===== src/rtl/sync_fifo_lvl.sv =====
// sync_fifo_lvl: single-clock FIFO with exact fill level, programmable
// almost-full/almost-empty flags and sticky overflow/underflow flags.
// Optional build macro SYNC_FIFO_FWFT_EN selects first-word-fall-through
// read data; left undefined, read data is registered on an accepted read.
module sync_fifo_lvl #(
  parameter int DSIZE = 8,
  parameter int ASIZE = 4
) (
  input  logic             i_clk,
  input  logic             i_rst,
  input  logic             i_wr,
  input  logic [DSIZE-1:0] i_wdata,
  output logic             o_wfull,
  input  logic             i_rd,
  output logic [DSIZE-1:0] o_rdata,
  output logic             o_rempty,
  output logic [ASIZE:0]   o_level,
  input  logic [ASIZE:0]   i_afull_thresh,
  input  logic [ASIZE:0]   i_aempty_thresh,
  output logic             o_afull,
  output logic             o_aempty,
  output logic             o_overflow,
  output logic             o_underflow,
  input  logic             i_clr_err
);

  localparam int DEPTH = 1 << ASIZE;
  localparam logic [ASIZE:0] LVL_FULL = {1'b1, {ASIZE{1'b0}}};
  localparam logic [ASIZE:0] LVL_ONE  = {{ASIZE{1'b0}}, 1'b1};

  logic [DSIZE-1:0] r_mem [DEPTH];
  logic [ASIZE:0]   r_wptr, r_rptr, r_level;
  logic             r_wfull, r_rempty, r_afull, r_aempty;
  logic             r_overflow, r_underflow;

  logic             w_wr_ok, w_rd_ok;
  logic [ASIZE:0]   w_level_next;

  // Accepts are qualified by the registered flags only, so a pop never
  // makes room for a same-cycle push and vice versa.
  assign w_wr_ok      = i_wr & ~r_wfull;
  assign w_rd_ok      = i_rd & ~r_rempty;
  assign w_level_next = r_level + {{ASIZE{1'b0}}, w_wr_ok} - {{ASIZE{1'b0}}, w_rd_ok};

  // Storage write; contents are intentionally not cleared by reset.
  always_ff @(posedge i_clk) begin
    if (w_wr_ok)
      r_mem[r_wptr[ASIZE-1:0]] <= i_wdata;
  end

  // Pointers, level and all level-derived flags.
  always_ff @(posedge i_clk) begin
    if (i_rst) begin
      r_wptr   <= '0;
      r_rptr   <= '0;
      r_level  <= '0;
      r_wfull  <= 1'b0;
      r_rempty <= 1'b1;
      r_afull  <= 1'b0;
      r_aempty <= 1'b1;
    end else begin
      if (w_wr_ok) r_wptr <= r_wptr + LVL_ONE;
      if (w_rd_ok) r_rptr <= r_rptr + LVL_ONE;
      r_level  <= w_level_next;
      r_wfull  <= (w_level_next == LVL_FULL);
      r_rempty <= (w_level_next == '0);
      r_afull  <= (w_level_next >= i_afull_thresh);
      r_aempty <= (w_level_next <= i_aempty_thresh);
    end
  end

  // Sticky error flags; a new error in the clear cycle keeps the flag set.
  always_ff @(posedge i_clk) begin
    if (i_rst) begin
      r_overflow  <= 1'b0;
      r_underflow <= 1'b0;
    end else begin
      if (i_wr & r_wfull)  r_overflow  <= 1'b1;
      else if (i_clr_err)  r_overflow  <= 1'b0;
      if (i_rd & r_rempty) r_underflow <= 1'b1;
      else if (i_clr_err)  r_underflow <= 1'b0;
    end
  end

`ifdef SYNC_FIFO_FWFT_EN
  // Head entry is presented combinationally from the read pointer.
  assign o_rdata = r_mem[r_rptr[ASIZE-1:0]];
`else
  logic [DSIZE-1:0] r_rdata;

  // Registered read: data appears the cycle after an accepted read and holds.
  always_ff @(posedge i_clk) begin
    if (i_rst)
      r_rdata <= '0;
    else if (w_rd_ok)
      r_rdata <= r_mem[r_rptr[ASIZE-1:0]];
  end

  assign o_rdata = r_rdata;
`endif

  assign o_wfull     = r_wfull;
  assign o_rempty    = r_rempty;
  assign o_level     = r_level;
  assign o_afull     = r_afull;
  assign o_aempty    = r_aempty;
  assign o_overflow  = r_overflow;
  assign o_underflow = r_underflow;

endmodule


===== config.mk =====
export PLATFORM = sky130hd
export DESIGN_NAME = sync_fifo_lvl
export DESIGN_NICKNAME = d
export VERILOG_FILES = /design/src/rtl/sync_fifo_lvl.sv
export SDC_FILE = /design/constraint.sdc
export NUM_CORES = 1
export LEC_CHECK = 0
export BUFFER_PORTS_ARGS = -buffer_cell sky130_fd_sc_hd__buf_2
export CAP_MARGIN = 20
export CORE_UTILIZATION = 35
export CTS_BUF_LIST = sky130_fd_sc_hd__clkbuf_4 sky130_fd_sc_hd__clkbuf_8 sky130_fd_sc_hd__clkbuf_16
export DETAILED_ROUTE_END_ITERATION = 10
export GPL_ROUTABILITY_DRIVEN = 0
export SYNTH_ARGS = -nofsm -noshare
export SYNTH_HDL_FRONTEND = slang
export SYNTH_SLANG_ARGS = --single-unit

===== constraint.sdc =====
create_clock -name i_clk -period 4.7 [get_ports i_clk]
set_input_delay 1.41 -clock i_clk [delete_from_list [all_inputs] [get_ports i_clk]]
set_output_delay 1.41 -clock i_clk [all_outputs]
set_load 0.02 [all_outputs]

* After elaboration in Yosys (flattened, before gate mapping) *
Memories as Yosys holds them, arrays and structs flattened. A register that Yosys moved wholly into a read port is not among the register bits.
Index checks and enable logic that the tools add are counted.

storage, ports and cells
  output and inout port bits = 19
  flip-flop bits (word level) = 21
  memories = 1
  logic and storage cells = 31
  memory bits (writable) = 128

memory list
  memory  words  width  read ports  clocked after memory_dff  wr ports  RTL line  RTL
  r_mem   16     8      1           1                         1         31        logic [DSIZE-1:0] r_mem [DEPTH];

cells by class
  mux-type cells = 5
  magnitude comparators = 2
  bitwise gates (word level) = 6
  add/subtract/negate cells = 4
  reduce and logical (&&, ||, !) cells = 3
  equality and inequality tests = 1

operators by type and width
  cell                                         number
  adder 5 x 1 -> 5 bit, second input constant  2
  adder 5 x 1 -> 5 bit                         1
  == test 5 bit, second input constant         1
  greater-or-equal comparator 5 bit            1
  less-or-equal comparator 5 bit               1
  zero test 5 bit                              1
  two-way mux 1 bit                            5
  subtractor 5 x 1 -> 5 bit                    1
  AND 1 bit                                    4
  nonzero test 2 bit                           2
  inverter 1 bit                               2

* Longest topological paths before layout *
Gate-level depths: netlist of the first run.

  depth in word-level cells = 5
  depth in mapped cells = 16
  mapped depth without buffers = 15

* Worst setup path before layout of the first run *
OpenSTA, ideal clock, no wires.

  kind = input port to flip-flop
  from = input i_wr
  to = register r_aempty, in the netlist o_aempty
  data required time = 4.580 ns
  stages on the path = 16
  setup slack = 0.303 ns
  arrival = 4.278 ns
  buffers on the path = 1
  setup time = 0.120 ns
  cells stage by stage = nor2b_1 -> buf_2 -> inv_1 -> ha_1 -> inv_1 -> ha_1 -> fa_1 -> a21o_2 -> a21oi_1 -> xnor2_1 -> inv_1 -> ha_1 -> nand4b_1 -> a211oi_1 -> a311oi_2 -> a211o_1

between the ends
  longest elaborated chain between the ends = 4

RTL lines
  item                            RTL line  RTL
  start: declaration              11        input logic i_wr,
  AND 1 bit                       41        assign w_wr_ok = i_wr & ~r_wfull;
  adder 5 x 1 -> 5 bit            43        assign w_level_next = r_level + {{ASIZE{1'b0}}, w_wr_ok} - {{ASIZE{1'b0}}, w_rd_ok};
  subtractor 5 x 1 -> 5 bit       43
  named net w_level_next[4]       37        logic [ASIZE:0] w_level_next;
  less-or-equal comparator 5 bit  68        r_aempty <= (w_level_next <= i_aempty_thresh);
  end signal: assignment          68
  end: declaration                33        logic r_wfull, r_rempty, r_afull, r_aempty;

The timed path passes the listed nets, and every way through them passes these cells.
A chain may end at the register's enable or synchronous reset.

* Final worst setup path of the first run *
Same ends and word-level chain as after synthesis.

==> flow_metrics.py, run 1 <==
metrics = {
    "status": {
        "status": "finished, violations left",
        "violations": "design-rule violations",
    },
    "layout": {
        "multi_input_comb_area_mm2": 0.00183,
        "layout-area-overhead-vs-synth_pct": 16.4,
        "diodes": 0,
        "final_common_cell": "edfxtp_1",
        "ff_latch_area_mm2": 0.00439,
        "nFillCells": 1595,
        "nets": 488,
        "drive_gt1_share_pct": 22.7,
        "final_cell_mix": "128 x edfxtp_1, 44 x mux2i_1, 41 x buf_2",
        "stdcell_area_mm2": 0.00746,
        "final_cell_count_no_fill": 688,
    },
    "synthesis": {
        "syn-num-nets": 438,
        "syn_inst": 396,
        "async_flop_share_pct": 0,
        "yosysUniqueCellTypes": 48,
        "syn_avg_cell_area_um2": 16.2,
        "ys_warn_count": 0,
        "syn_area_mm2": 0.00641,
        "synth_ff_type": "edfxtp_1",
        "ys_seq_elements": 155,
        "synth_edf_count": 128,
        "synth_seq_area_share_pct": 68.4,
    },
    "placement": {
        "dp.final_hpwl_um": 8670,
        "io_buffers": 41,
        "placed_cells": 656,
        "pre_cts_slack_ps": 0.362,
        "place_area_mm2": 0.00684,
    },
    "min_path": {
        "min_delay_path_depth": 2,
        "holdCritPathClass": "reg2reg",
        "whs_endpoint": "o_rdata[2]",
        "min_from": "o_rdata[2]",
    },
    "floorplanning": {
        "dieArea_mm2": 0.0188,
        "die_w_um": 137,
        "core_area_mm2": 0.0180,
        "io_pins": 42,
        "rows": 49,
        "initial_core_util_pct": 35.7,
        "die_y_um": 137,
    },
    "setup_path": {
        "ff2ff_path_depth": 15,
        "worstPathMaxFanout": 4,
        "rr_endpoint": "o_aempty",
        "crit_arrival_ps": 4560,
        "crit_required_ps": 5010,
        "critical_path_class": "in2reg",
        "max_stage_delay_ps": 410,
        "critPathSlowestCell": "fa_1",
        "cp-end-kind": "flip-flop",
        "cp-start-kind": "input port",
        "r2r-start": "o_wfull",
        "ff2ff_setup_slack_ps": 1210,
        "path_cells": "buf_2, nor2b_1, inv_1, ha_1, inv_1, ha_1, fa_1, a21o_2, a21oi_1, xnor2_1, inv_1, ha_1, nand4b_1, a211oi_1, a311oi_2, a211o_1",
    },
    "sta": {
        "finalSetupViolCount": 0,
        "rsz0062_at_grt": "false",
        "post-route-period-util_pct": 90.5,
        "setup_ws_ps": 446,
        "tightest_slew_ps": 890,
        "final_hold_viol_count": 0,
        "slew_viol_final": 0,
        "skew_ps": 7.57,
        "finalSetupTns_ps": 0,
        "max_clock_freq_mhz": 235,
        "relSlewSlack_pct": 40.4,
        "fin_crit_ps": 4250,
    },
    "global_routing": {
        "grt_pass1_wl_um": 20000,
        "grt_start_max_net_pins": 29,
        "grt.total_usage_pct": 14.9,
        "antenna_found_initial": 0,
        "grt-ovfl-total": 0,
        "grt_pass1_vias": 3636,
    },
    "clock_network": {
        "postCtsHoldBufs": 0,
        "post_cts_buffers": 0,
        "clock-root-buffer": "clkbuf_16",
        "clock-sinks": 155,
        "cts_buffer_depth": 2,
        "post_cts_resized": 0,
        "htree_levels": 4,
        "path_clk_slew_ps": 60,
        "worstSkewPairLatency_ps": 420,
        "cts_buffers": 17,
        "cts_tree": "done",
    },
    "power": {
        "p_leak_nw": 2.55,
        "power_frac_seq_pct": 40.4,
        "switching_share_pct": 29.5,
        "clock_power_share_pct": 35.0,
        "internal_power_mw": 2.86,
        "peakVddDrop_mv": 0.279,
        "cellPowerDensity_mw_per_mm2": 544,
        "total_switching_power_mw": 1.19,
        "p_total_mw": 4.05,
        "pwr-share-comb_pct": 24.5,
    },
    "detailed_routing": {
        "vias": 3556,
        "dr.first_iter.drc_count": 269,
        "drtPass1Iterations": 11,
        "ant_nets": 0,
        "drcViolationCount": 2,
        "drt_wl_total_um": 13300,
        "wl_per_cell_um": 19.4,
        "viasPerCell": 5.17,
    },
    "run": {
        "maxCapViolCount": 0,
    },
}
## worst max-delay path by stage
stage	depth (start not counted)	start	endpoint
after floorplan	16	i_wr	o_aempty
after global placement	16	i_wr	o_aempty
after detailed placement	16	i_wr	o_aempty
after CTS	16	i_wr	o_aempty
after global routing	16	i_wr	o_aempty
final	16	i_wr	o_aempty
## metrics by stage
| stage | hold WS, ps | util [%] |
|---|---|---|
| 2_1_floorplan | 554 | - |
| 3_3_place_gp | 455 | 38.1 |
| 3_5_place_dp | 453 | 38.1 |
| 4_1_cts | 469 | 41.5 |
| 5_1_grt | 519 | 41.5 |
| 6_report | 464 | 41.5 |
## Yosys cell counts (2+ instances only)
| master | instances | area [µm²] |
|---|---|---|
| a211o_1 | 2 | 17.5 |
| a21oi_1 | 4 | 20.0 |
| a22oi_1 | 19 | 143 |
| a32oi_1 | 8 | 70.1 |
| buf_2 | 6 | 30.0 |
| buf_4 | 6 | 45.0 |
| buf_6 | 3 | 33.8 |
| clkbuf_1 | 2 | 7.51 |
| dfxtp_1 | 27 | 541 |
| edfxtp_1 | 128 | 3840 |
| ha_1 | 18 | 225 |
| inv_1 | 20 | 75.1 |
| mux2i_1 | 44 | 440 |
| mux4_2 | 14 | 315 |
| nand2_1 | 9 | 33.8 |
| nand2b_1 | 3 | 18.8 |
| nand3_1 | 2 | 10.0 |
| nand4_1 | 3 | 18.8 |
| nor2_1 | 30 | 113 |
| nor2b_1 | 4 | 25.0 |
| nor3_1 | 4 | 20.0 |
| o21ai_0 | 7 | 35.0 |
| xnor2_1 | 4 | 35.0 |
| xor2_1 | 5 | 43.8 |
## critical path: cells and delay by family
kind            cells  cell delay [ps]
compound gates      5             1070
xor+xnor            1              230
fa+ha+maj           4             1210
buf+inv             4              320
simple gates        2              300
## cells by family (layout without fill, tap and decap cells)
| logic type | after synthesis | in the layout | share of synthesized area, % |
|---|---|---|---|
| buf+inv | 38 | 101 | 3.05 |
| fa+ha+maj | 19 | 19 | 3.83 |
| mux | 58 | 58 | 11.8 |
| flops | 155 | 155 | 68.4 |
| compound gates | 49 | 49 | 5.66 |
| simple gates | 67 | 67 | 5.63 |
| xor+xnor | 10 | 10 | 1.60 |
## state kept, by name, summed over array words and instances, names as in the netlist, 4 cells and up
| name | flops |
|---|---|
| o_rdata | 8 |
| o_level | 5 |
| r_rptr | 4 |
| r_mem | 128 |
| r_wptr | 4 |
## layout make-up
class                           instances  area share [%]
Tap cell                              229            3.84
Clock inverter                         14            2.52
Timing Repair Buffer                   49            3.56
Inverter                               20            1.01
Sequential cell                       155            58.8
Clock buffer                           18            5.80
Multi-Input combinational cell        203            24.5
## per-layer routing
layer	wire length (µm)	track usage, %
met2	6530	24.7
met5	0	0
met3	545	3.05
met4	388	7.81
met1	5860	18.3
## power by group through the flow
stage	clock network [mW]	logic [mW]	registers, mW
2_1_floorplan	0	0.686	1.70
4_1_cts	1.44	0.996	1.64
3_3_place_gp	0	0.949	1.67
6_report	1.42	0.995	1.64
3_5_place_dp	0	0.993	1.67
5_1_grt	1.49	1.10	1.65
No activity file was read; power rests on OpenSTA's default activity.
==> run 2: changes to the inputs <==
CORE_UTILIZATION = 40   (was 35)
HOLD_SLACK_MARGIN = 0.02   (was not set)
==> flow_metrics.py, run 2 (synthesis results as in run 1) <==
metrics = {
    "floorplanning": {
        "rows": 45,
        "core_area_mm2": 0.0154,
        "initial_core_util_pct": 41.5,
        "die_y_um": 129,
        "dieArea_mm2": 0.0165,
        "io_pins": 42,
        "die_w_um": 129,
    },
    "layout": {
        "diodes": 0,
        "layout-area-overhead-vs-synth_pct": 15.5,
        "largest_reg_flops": 128,
        "drive_gt1_share_pct": 22.4,
        "post-route-util_pct": 48.0,
        "nFillCells": 1350,
        "final_cell_mix": "128 x edfxtp_1, 44 x mux2i_1, 41 x buf_2",
        "final_common_cell": "edfxtp_1",
        "nets": 489,
    },
    "clock_network": {
        "clock-root-buffer": "clkbuf_16",
        "path_clk_slew_ps": 60,
        "post_cts_buffers": 0,
        "post_cts_resized": 0,
        "postCtsHoldBufs": 0,
        "worstSkewPairLatency_ps": 420,
        "clock-sinks": 155,
        "cts_buffers": 17,
        "cts_buffer_depth": 2,
        "htree_levels": 4,
        "cts_tree": "done",
    },
    "power": {
        "pwr-share-comb_pct": 25.3,
        "total_switching_power_mw": 1.19,
        "cellPowerDensity_mw_per_mm2": 542,
        "internal_power_mw": 2.82,
        "clock_power_share_pct": 33.6,
        "power_frac_seq_pct": 41.1,
        "switching_share_pct": 29.6,
        "p_leak_nw": 2.54,
        "peakVddDrop_mv": 0.301,
    },
    "detailed_routing": {
        "wl_per_cell_um": 19.5,
        "ant_nets": 0,
        "drcViolationCount": 0,
        "drtPass1Iterations": 5,
        "viasPerCell": 5.14,
        "vias": 3443,
        "dr.first_iter.drc_count": 238,
        "drt_wl_total_um": 13000,
    },
    "run": {
        "maxCapViolCount": 0,
    },
    "global_routing": {
        "grt.total_usage_pct": 17.1,
        "grt_start_max_net_pins": 29,
        "antenna_found_initial": 0,
        "grt-ovfl-total": 0,
        "grt_pass1_vias": 3546,
        "grt_pass1_wl_um": 19900,
    },
    "setup_path": {
        "r2r-start": "o_wfull",
        "cp-startpoint": "i_wr",
        "worstPathMaxFanout": 3,
        "cp-end-kind": "flip-flop",
        "cp-start-kind": "input port",
        "critical_path_class": "in2reg",
        "crit_arrival_ps": 4510,
        "crit_required_ps": 5010,
    },
    "min_path": {
        "holdCritPathClass": "reg2reg",
        "min_from": "o_rdata[2]",
    },
    "sta": {
        "relSlewSlack_pct": 38.5,
        "tightest_slew_ps": 919,
        "slew_viol_final": 0,
        "post-route-period-util_pct": 89.4,
        "finalSetupTns_ps": 0,
        "skew_ps": 3.92,
        "max_clock_freq_mhz": 238,
        "rsz0062_at_grt": "false",
        "fin_crit_ps": 4200,
        "final_hold_viol_count": 0,
        "finalSetupViolCount": 0,
    },
    "status": {
        "status": "finished clean",
    },
    "placement": {
        "dp.final_hpwl_um": 8360,
        "io_buffers": 41,
    },
}
## run 2: cell type report
cell class,count,area (µm²),share of cell area [%]
flip-flops and latches,155,4390,59.3
multi-input cells,203,1830,24.7
clock inverters,12,136,1.84
inverters,20,75.1,1.01
well taps,211,264,3.57
clock buffers,19,440,5.95
repair buffers,50,273,3.69
## run 2: worst paths after layout
check | to | slack [ps] | cells past startpoint
max | o_aempty | 500 | 16
min | o_rdata[2] | 480 | 2
max reg2reg | o_aempty | 1270 | 15
min reg2reg | o_rdata[2] | 480 | 2
## run 2: stage by stage
stage	worst slack [ps]	power, mW	instance area (µm²)	hold WS, ps	std cells
2_1_floorplan	303	2.39	6410	554	396
3_3_place_gp	290	2.64	6820	458	639
3_5_place_dp	91.6	2.69	6820	456	639
4_1_cts	519	4.03	7400	484	670
5_1_grt	240	4.19	7400	510	670
6_report	498	4.01	7400	482	670
## run 2: per-layer routing
metal / part of all wire (%) / wire, µm / GRT usage [%] / up-vias
li1: - / - / - / 1632
met1: 44 / 5730 / 21.5 / 1741
met2: 51 / 6620 / 28.4 / 47
met3: 3.4 / 438 / 4.16 / 23
met4: 1.8 / 240 / 7.34 / 0
met5: 0 / 0 / 0 / -
## run 2: power by group through the flow
stage	Sequential (mW)	Combinational (mW)	Clock (mW)
floorplan	1.70	0.686	0
global placement	1.68	0.965	0
detailed placement	1.68	1.01	0
CTS	1.65	1.01	1.36
global route	1.66	1.11	1.42
finish	1.65	1.01	1.35
## run 2: worst max-delay path, cell delays in order
cell      delay (ps)
buf_2             80
nor2b_1          170
inv_1             70
ha_1             280
inv_1             40
ha_1             200
fa_1             410
a21o_2           230
a21oi_1          160
xnor2_1          170
inv_1            100
ha_1             320
nand4b_1         160
a211oi_1         340
a311oi_2          80
a211o_1          280
